## config.mk

```make
export PLATFORM = sky130hd
export DESIGN_NAME = hvac_scheduler
export DESIGN_NICKNAME = d
export VERILOG_FILES = /design/src/rtl/hvac_scheduler.sv
export SDC_FILE = /design/constraint.sdc
export NUM_CORES = 1
export LEC_CHECK = 0
export ABC_AREA = 1
export CAP_MARGIN = 5
export CORE_MARGIN = 2
export CORE_UTILIZATION = 45
export DETAILED_ROUTE_END_ITERATION = 8
export PLACE_DENSITY = 0.77
export SLEW_MARGIN = 20
export SYNTH_ARGS = -nofsm -noshare
export SYNTH_HDL_FRONTEND = slang
export SYNTH_SLANG_ARGS = --single-unit
export TNS_END_PERCENT = 1
```

## constraint.sdc

```tcl
create_clock -name clk_i -period 4.22 [get_ports clk_i]
set_input_delay 0.844 -clock clk_i [delete_from_list [all_inputs] [get_ports clk_i]]
set_output_delay 0.844 -clock clk_i [all_outputs]
set_load 0.02 [all_outputs]
```

## src/rtl/hvac_scheduler.sv

```systemverilog
// hvac_scheduler
//   Sequences the room heating/cooling plant from 5-bit temperature samples.
//   It adds hysteresis, a minimum run time, a post-run lockout and a
//   sensor-timeout fault in front of the heater and cooler drive lines.
//
//   Ports
//     clk_i          system clock, everything on the rising edge
//     rst_i          synchronous, active-high reset
//     enable_i       plant is allowed to run
//     temp_valid_i   one-cycle strobe: temperature_i holds a new sample
//     temperature_i  unsigned degC sample
//     heating_o      heater drive
//     cooling_o      cooler drive
//     lockout_o      high while the post-run lockout is active
//     fault_o        high while in sensor-timeout fault
//
//   state | meaning
//   IDLE  | plant off, waiting for a threshold crossing
//   HEAT  | heater driven, minimum run time counting
//   COOL  | cooler driven, minimum run time counting
//   LOCK  | plant off for LOCKOUT cycles after any run or fault
//   FAULT | no sample for TIMEOUT cycles, plant off until the next sample
module hvac_scheduler #(
    parameter logic [4:0] HEAT_ON  = 5'd18,
    parameter logic [4:0] HEAT_OFF = 5'd20,
    parameter logic [4:0] COOL_ON  = 5'd22,
    parameter logic [4:0] COOL_OFF = 5'd20,
    parameter int unsigned MIN_RUN = 4,
    parameter int unsigned LOCKOUT = 3,
    parameter int unsigned TIMEOUT = 16
) (
    input  logic       clk_i,
    input  logic       rst_i,
    input  logic       enable_i,
    input  logic       temp_valid_i,
    input  logic [4:0] temperature_i,
    output logic       heating_o,
    output logic       cooling_o,
    output logic       lockout_o,
    output logic       fault_o
);

    localparam int RW = $clog2(MIN_RUN + 1);
    localparam int LW = $clog2(LOCKOUT + 1);
    localparam int WW = $clog2(TIMEOUT + 1);

    localparam logic [RW-1:0] RUN_LAST  = RW'(MIN_RUN - 1);
    localparam logic [LW-1:0] LOCK_LAST = LW'(LOCKOUT - 1);
    localparam logic [WW-1:0] WD_LAST   = WW'(TIMEOUT - 1);

    typedef enum logic [2:0] {
        S_IDLE,
        S_HEAT,
        S_COOL,
        S_LOCK,
        S_FAULT
    } state_t;

    state_t          state_q, state_d;
    logic [4:0]      temp_q;
    logic            temp_ok_q;
    logic [WW-1:0]   wd_q, wd_d;
    logic [RW-1:0]   run_q, run_d;
    logic [LW-1:0]   lock_q, lock_d;
    logic            timeout;

    // The strobe of this very cycle counts as activity, so a sample arriving
    // on the last allowed cycle still prevents the fault.
    assign timeout = (wd_q == WD_LAST) && !temp_valid_i;

    always_comb begin
        state_d = state_q;
        run_d   = run_q;
        lock_d  = lock_q;

        if (temp_valid_i)
            wd_d = '0;
        else if (wd_q == WD_LAST)
            wd_d = wd_q;
        else
            wd_d = wd_q + 1'b1;

        if (timeout) begin
            state_d = S_FAULT;
        end else begin
            unique case (state_q)
                S_IDLE: begin
                    if (enable_i && temp_ok_q) begin
                        if (temp_q <= HEAT_ON) begin
                            state_d = S_HEAT;
                            run_d   = '0;
                        end else if (temp_q >= COOL_ON) begin
                            state_d = S_COOL;
                            run_d   = '0;
                        end
                    end
                end
                S_HEAT, S_COOL: begin
                    if (run_q != RUN_LAST)
                        run_d = run_q + 1'b1;
                    // run_q saturates at MIN_RUN-1, reached on the last cycle
                    // of the minimum run.
                    if (!enable_i ||
                        ((run_q == RUN_LAST) &&
                         (((state_q == S_HEAT) && (temp_q >= HEAT_OFF)) ||
                          ((state_q == S_COOL) && (temp_q <= COOL_OFF))))) begin
                        state_d = S_LOCK;
                        lock_d  = '0;
                    end
                end
                S_LOCK: begin
                    if (lock_q == LOCK_LAST)
                        state_d = S_IDLE;
                    else
                        lock_d = lock_q + 1'b1;
                end
                S_FAULT: begin
                    if (temp_valid_i) begin
                        state_d = S_LOCK;
                        lock_d  = '0;
                    end
                end
                default: state_d = S_IDLE;
            endcase
        end
    end

    always_ff @(posedge clk_i) begin
        if (rst_i) begin
            state_q   <= S_IDLE;
            temp_q    <= '0;
            temp_ok_q <= 1'b0;
            wd_q      <= '0;
            run_q     <= '0;
            lock_q    <= '0;
        end else begin
            state_q <= state_d;
            wd_q    <= wd_d;
            run_q   <= run_d;
            lock_q  <= lock_d;
            if (temp_valid_i) begin
                temp_q    <= temperature_i;
                temp_ok_q <= 1'b1;
            end
        end
    end

    assign heating_o = (state_q == S_HEAT);
    assign cooling_o = (state_q == S_COOL);
    assign lockout_o = (state_q == S_LOCK);
    assign fault_o   = (state_q == S_FAULT);

endmodule
```

==> results by group, run 1 <==
Yosys
  – Main synth FF type: sky130_fd_sc_hd__dfxtp_1
  – Cell area after synthesis: between 1000 and 1500 um2
  – Net count after synthesis: 165
  – Synth area leader: sky130_fd_sc_hd__dfxtp_1
  – Synth Warn #: 0
  – Share of the synthesized area in the top cell type: roughly a third
  – Number of instances in the synthesized netlist: 151
  – Register area share after synthesis: between 30% and 40%
  – Number of synthesized flops with an enable pin: 0
  – Post-synthesis async set-or-reset flop share: 0%
  – Post-synth top cells: sky130_fd_sc_hd__nand2_1 (23), sky130_fd_sc_hd__dfxtp_1 (19), sky130_fd_sc_hd__inv_1 (17), sky130_fd_sc_hd__nor2_1 (17), sky130_fd_sc_hd__a21oi_1 (14)
  – Register bit count reported by yosys: 19
  – Number of distinct library cell variants in the gate-level netlist after synthesis: 29
  – Avg Cell Area, Syn: between 7 and 8 um2
  – Most frequently used cell type in the post-synthesis netlist: sky130_fd_sc_hd__nand2_1
  – Synth area leaders: sky130_fd_sc_hd__dfxtp_1 (34%), sky130_fd_sc_hd__nand2_1 (7.8%), sky130_fd_sc_hd__a21oi_1 (6.3%)

Hold path
  – Hold wc startpoint: run_q[1]
  – Worst hold-check path type: reg2reg
  – Endpoint of the worst hold path: run_q[1]
  – Worst hold path stage count: 2

CTS
  – Root Buffer: sky130_fd_sc_hd__clkbuf_4
  – Maximum buffer depth of the clock tree: 2
  – Hold-fix buffers at CTS: 0
  – Number of H-tree branching levels: 1
  – Setup Buffers After CTS: 0
  – Clock insertion delay at the later pin of the skew report: 310 ps
  – Clock Pin Slew Worst Setup and Hold Paths: 120 ps
  – CTS tree: done
  – Number of clock buffers inserted by TritonCTS: 3
  – # resized after CTS: 0
  – Clock Sink Count: 19

Critical path
  – Worst setup EP type: output pin
  – Type of origin of the critical path: flop
  – Worst-path fanout max: 7
  – Critical path origin: state_q[0]
  – Worst reg2reg setup slack: 2150 ps
  – Data required time at the worst endpoint: 3380 ps
  – Signal arrival time at the worst endpoint: around 1800 ps
  – Reg-to-Reg End: lock_q[1]
  – Reg-to-reg startpoint: wd_q[1]
  – Class of the most critical setup path: reg2out
  – Number of cells traversed by the worst register-to-register path: 11

Run
  – Max-cap viol count: 0

Timing
  – Final hold slack: 479 ps
  – Setup skew after layout: 5.67 ps
  – Finish-stage setup viols: 0
  – Count of endpoints failing hold in the final timing report: 0
  – Fraction of the cycle the final worst path needs: around 62%
  – Highest achievable clock rate: 0.383 GHz
  – Transition time of the tightest slew-check pin: between 300 and 400 ps
  – Max-slew violation total from the final report: 0
  – Relative slew slack: between 70% and 80%
  – Clock period minus worst slack: 2610 ps
  – Total negative slack for setup checks: 0 ps
  – RSZ-0062 raised after global routing: no

GRT
  – GR Layer Usage met3: 6.67%
  – Total gr overflow: 0
  – Maximum number of pins on one net before global-route repair: 13
  – Vias in the first global route: 943
  – Global-route wire length before repair: 3930 um
  – Busiest metal layer after global routing: met2
  – Initial antenna violation count: 0
  – Met2 Resource Use GR: 34.0%
  – GRT Total Usage: 18.6%
  – Fraction of met1 tracks used by global routing: 20.1%

Placed design
  – Half-perimeter wire length of the detailed placement result: 1810 um
  – Final RePlAce weighted congestion: between 0.8 and 0.9
  – Placed standard-cell area: 1260 um2
  – Port Buf Inserts: 12
  – Placed instance count: 190

Die
  – Die Ht: around 54 um
  – Die Area: around 2900 um2
  – Effective utilization at floorplan: 48.7%
  – Area inside the core boundary: around 2300 um2
  – Cell Rows: 17
  – Die Wd: 53.6 um
  – I/O pins: 13

Detailed routing
  – First drt pass iteration count: 4
  – Detailed Route WL: 2230 um
  – Per-cell routed wire length: 11.5 um
  – Overall via count from detail_route: 983
  – DR iter-0 viols: 26
  – DRC viols: 0
  – Via-per-instance ratio: 5.07
  – DRT antenna net count: 0

Pwr
  – Peak supply drop: 321 uV
  – Leakage power of the design: 0.559 nW
  – Power Dens Cells: roughly 570 nW/um2

Final layout
  – Non-Filler Instances: 194
  – Post-layout instance area: between 1000 and 1500 um2
  – Share of cells above drive strength 1: 16.9%
  – Post-layout nets: 181
  – Layout overhead on the synthesized area: 16.3%
  – Count of inserted antenna diode cells: 0

Outcome
  – Run status: complete, no violations
state kept, by name, summed over array words and instances (netlist names):
signal / flops
temp_q: 5
temp_ok_q: 1
state_q: 3
run_q: 3
lock_q: 2
wd_q: 5
where the power goes:
part / switching (W) / internal, W
Sequential: 0.0000338 / 0.000209
Combinational: 0.000234 / 0.000158
Clock: 0.0000636 / 0.0000362
Total: 0.000331 / 0.000403
critical path, cell delays in order, from the launching register on:
cell and delay [ps]:
sky130_fd_sc_hd__dfxtp_1 410, sky130_fd_sc_hd__nor3_2 380, sky130_fd_sc_hd__clkdlybuf4s50_1 670
layout make-up:
type	instances	area, um2
clock buffers	3	22.5
clock inverters	1	7.51
fillers	211	987
inverters	25	96.3
multi-input cells	106	627
flip-flops and latches	19	380
well taps	28	35.0
repair buffers	12	120
layer usage:
| layer | vias up | share of wire (%) |
|---|---|---|
| li1 | 525 | - |
| met1 | 431 | 44 |
| met2 | 24 | 51 |
| met3 | 3 | 4.3 |
| met4 | 0 | 0.63 |
| met5 | - | 0 |
kinds of logic (layout without fill, tap and decap cells):
| family | after synthesis | count (layout) | share of synthesized area, % |
|---|---|---|---|
| AND/OR/NAND/NOR | 77 | 77 | 37.7 |
| flip-flops | 19 | 19 | 34.3 |
| AO/OA/AOI/OAI | 24 | 24 | 13.2 |
| adder cells (fa/ha/maj) | 5 | 5 | 5.64 |
| buffers and inverters | 26 | 41 | 9.14 |
cell usage in the layout (no fill, tap or decap), types with 2 or more instances in the layout:
cell                               n
sky130_fd_sc_hd__dfxtp_1          19
sky130_fd_sc_hd__o21ai_1           5
sky130_fd_sc_hd__clkdlybuf4s50_1  12
sky130_fd_sc_hd__a21oi_4           2
sky130_fd_sc_hd__nand3_1          13
sky130_fd_sc_hd__a21oi_1          14
sky130_fd_sc_hd__nand4_1           3
sky130_fd_sc_hd__nor2_1           17
sky130_fd_sc_hd__nand2_1          23
sky130_fd_sc_hd__ha_1              5
sky130_fd_sc_hd__nor3_2            2
sky130_fd_sc_hd__inv_2             7
sky130_fd_sc_hd__nand3_2           3
sky130_fd_sc_hd__and2_1            2
sky130_fd_sc_hd__nor2_2            2
sky130_fd_sc_hd__inv_1            17
sky130_fd_sc_hd__nor3_1            4
sky130_fd_sc_hd__clkbuf_4          3
through the flow:
step	power, W	setup WS (ps)	util (%)
finish	0.000735	1610	56.6
global route	0.000798	1530	56.6
CTS	0.000738	1600	56.6
detailed placement	0.000639	1940	55.3
global placement	0.000620	2010	55.3
floorplan	0.000550	2490	-
how the worst max path moves through the flow:
stage / to / slack, ps / cells after the start
finish: fault_o / 1610 / 2
global placement: state_q[0] / 2010 / 8
detailed placement: fault_o / 1940 / 2
global route: fault_o / 1530 / 2
CTS: fault_o / 1600 / 2
floorplan: lock_q[0] / 2490 / 11
Note: power is estimated with default switching activity, not from simulation.
==> inputs of run 2 (changes only) <==
PLACE_DENSITY = 0.8   (was 0.77)
clock period = 2.3 ns   (was 4.22 ns; I/O delays follow)
==> results by group, run 2 (same netlist as run 1, synthesis figures left out) <==
CTS
  – Clock Pin Slew Worst Setup and Hold Paths: 120 ps (about the same)
  – CTS tree: done (unchanged)
  – Root Buffer: sky130_fd_sc_hd__clkbuf_4 (unchanged)
  – Hold-fix buffers at CTS: 0 (unchanged)
  – # resized after CTS: 0 (unchanged)
  – Number of H-tree branching levels: 1 (unchanged)
  – Setup Buffers After CTS: 0 (unchanged)
  – Number of clock buffers inserted by TritonCTS: 3 (unchanged)
  – Maximum buffer depth of the clock tree: 2 (unchanged)
  – Clock Sink Count: 19 (unchanged)
  – Clock insertion delay at the later pin of the skew report: 300 ps (was 310 ps)

Critical path
  – Worst-path fanout max: 4 (was 7)
  – Worst setup EP type: output pin (unchanged)
  – Signal arrival time at the worst endpoint: 1760 ps (was 1770 ps)
  – Critical-path cell with the highest stage delay: sky130_fd_sc_hd__clkdlybuf4s50_1 (unchanged)
  – Worst Path Buf+Inv: 2 (was 1)
  – Class of the most critical setup path: reg2out (unchanged)
  – Reg-to-Reg End: lock_q[1] (unchanged)
  – Type of origin of the critical path: flop (unchanged)
  – Number of cells traversed by the worst register-to-register path: 11 (unchanged)
  – Gate family responsible for the most delay along the worst path: buffers and inverters (unchanged)
  – CP max stage delay: 670 ps (about the same)
  – Worst reg2reg setup slack: 490 ps (was 2150 ps)
  – Data required time at the worst endpoint: 1840 ps (was 3380 ps)
  – Cell-by-cell listing of the critical path: inv_2, nor3_2, clkdlybuf4s50_1 (was nor3_2, clkdlybuf4s50_1)
  – Reg-to-reg startpoint: wd_q[1] (unchanged)

Detailed routing
  – Overall via count from detail_route: 998 (was 983)
  – DRT antenna net count: 0 (unchanged)
  – Detailed Route WL: 2130 um (was 2230 um)
  – DRC viols: 0 (unchanged)
  – First drt pass iteration count: 5 (was 4)
  – Via-per-instance ratio: 5.12 (was 5.07)
  – Per-cell routed wire length: 10.9 um (was 11.5 um)
  – DR iter-0 viols: 8 (was 26)

Die
  – Cell Rows: 17 (unchanged)
  – Die Wd: 53.6 um (unchanged)
  – Die Area: 2880 um2 (unchanged)
  – Area inside the core boundary: 2280 um2 (unchanged)
  – I/O pins: 13 (unchanged)
  – Effective utilization at floorplan: 48.7% (unchanged)
  – Die Ht: 53.6 um (unchanged)

GRT
  – GRT Total Usage: 17.6% (was 18.6%)
  – Fraction of met1 tracks used by global routing: 18.8% (was 20.1%)
  – Met2 Resource Use GR: 33.5% (was 34.0%)
  – GR Layer Usage met3: 2.50% (was 6.67%)
  – Maximum number of pins on one net before global-route repair: 13 (unchanged)
  – Vias in the first global route: 896 (was 943)
  – Global-route wire length before repair: 3650 um (was 3930 um)
  – Initial antenna violation count: 0 (unchanged)
  – Total gr overflow: 0 (unchanged)
  – Busiest metal layer after global routing: met2 (unchanged)

Outcome
  – Run status: complete, no violations (unchanged)

Final layout
  – Post-layout nets: 182 (was 181)
  – Count of inserted antenna diode cells: 0 (unchanged)
  – Layout overhead on the synthesized area: 16.9% (was 16.3%)
  – Most common cell after layout, fill and taps aside: sky130_fd_sc_hd__nand2_1 (unchanged)
  – Registers with the highest flip-flop counts: temp_q x5, wd_q x5 (unchanged)
  – Share of cells above drive strength 1: 17.4% (was 16.9%)
  – Non-Filler Instances: 195 (was 194)
  – Fill cells: 229 (was 211)
  – Leading cell types in the layout, fill and taps excluded: sky130_fd_sc_hd__nand2_1 (23), sky130_fd_sc_hd__dfxtp_1 (19), sky130_fd_sc_hd__inv_1 (17), sky130_fd_sc_hd__nor2_1 (17), sky130_fd_sc_hd__a21oi_1 (14) (unchanged)

Timing
  – Transition time of the tightest slew-check pin: 345 ps (was 362 ps)
  – Clock period minus worst slack: ~2200 ps
  – Setup skew after layout: 9.08 ps (was 5.67 ps)
  – Max-slew violation total from the final report: 0 (unchanged)
  – Count of endpoints failing hold in the final timing report: 0 (unchanged)
  – Fraction of the cycle the final worst path needs: between 90% and 100%
  – Total negative slack for setup checks: 0 ps (unchanged)
  – Highest achievable clock rate: 0.450 GHz
  – RSZ-0062 raised after global routing: no (unchanged)
  – Finish-stage setup viols: 0 (unchanged)
  – Relative slew slack: 76.9% (was 75.7%)

Hold path
  – Worst hold-check path type: reg2reg (unchanged)
  – Hold wc startpoint: temp_q[3] (was run_q[1])
  – Worst hold path stage count: 2 (unchanged)
  – Endpoint of the worst hold path: temp_q[3] (was run_q[1])

Placed design
  – Half-perimeter wire length of the detailed placement result: 1770 um (was 1810 um)
  – Placed instance count: 191 (was 190)
  – Port Buf Inserts: 12 (unchanged)
  – Final RePlAce weighted congestion: 0.851 (was 0.900)

Pwr
  – Leakage power of the design: 0.564 nW (was 0.559 nW)
  – Power Dens Cells: 1030 nW/um2 (was 570 nW/um2)
  – Peak supply drop: 612 uV (was 321 uV)

Run
  – Max-cap viol count: 0 (unchanged)
## run 2: metrics by stage
stage	util [%]	hold slack (ps)	cell area, um2	setup slack (ps)	total power [W]
2_1_floorplan	-	434	1110	568	0.00101
3_3_place_gp	55.6	452	1270	471	0.00114
3_5_place_dp	55.6	455	1270	443	0.00117
4_1_cts	57.0	472	1300	80.7	0.00135
5_1_grt	57.0	491	1300	11.1	0.00145
6_report	57.0	472	1300	75.9	0.00134
## run 2: worst max path at each step
stage	from	end	slack, ps	depth (start not counted)
after floorplan	wd_q[1]	lock_q[0]	570	11
after CTS	state_q[0]	fault_o	80	2
final	state_q[2]	fault_o	80	3
after global routing	state_q[2]	fault_o	10	3
after global placement	state_q[0]	fault_o	470	2
after detailed placement	state_q[0]	fault_o	440	2
## run 2: tightest hold or removal path: cells and delay by family (launching register included)
kind	cells	cell delay, ps
compound gates	1	60
buf+inv	1	60
flops	1	330
## run 2: where the power goes
part | internal, W | total [W] | switching [W] | leakage (nW)
clock | 0.0000663 | 0.000176 | 0.000110 | 0.0139
sequential | 0.000383 | 0.000442 | 0.0000588 | 0.156
combinational | 0.000290 | 0.000717 | 0.000427 | 0.394
total | 0.000740 | 0.00134 | 0.000595 | 0.564
## run 2: routing by layer
layer  part of all wire (%)  vias up
met4                    1.5        0
met1                     43      454
li1                       -      528
met2                     54       12
met3                    2.4        4
met5                      0        -
## run 2: cell type report
type / count / area, um2 / share of cell area (%)
Inverter: 25 / 96.3 / 7.43
Tap cell: 28 / 35.0 / 2.70
Multi-Input combinational cell: 106 / 627 / 48.4
Clock buffer: 3 / 22.5 / 1.74
Timing Repair Buffer: 13 / 128 / 9.85
Sequential cell: 19 / 380 / 29.3
Clock inverter: 1 / 7.51 / 0.579
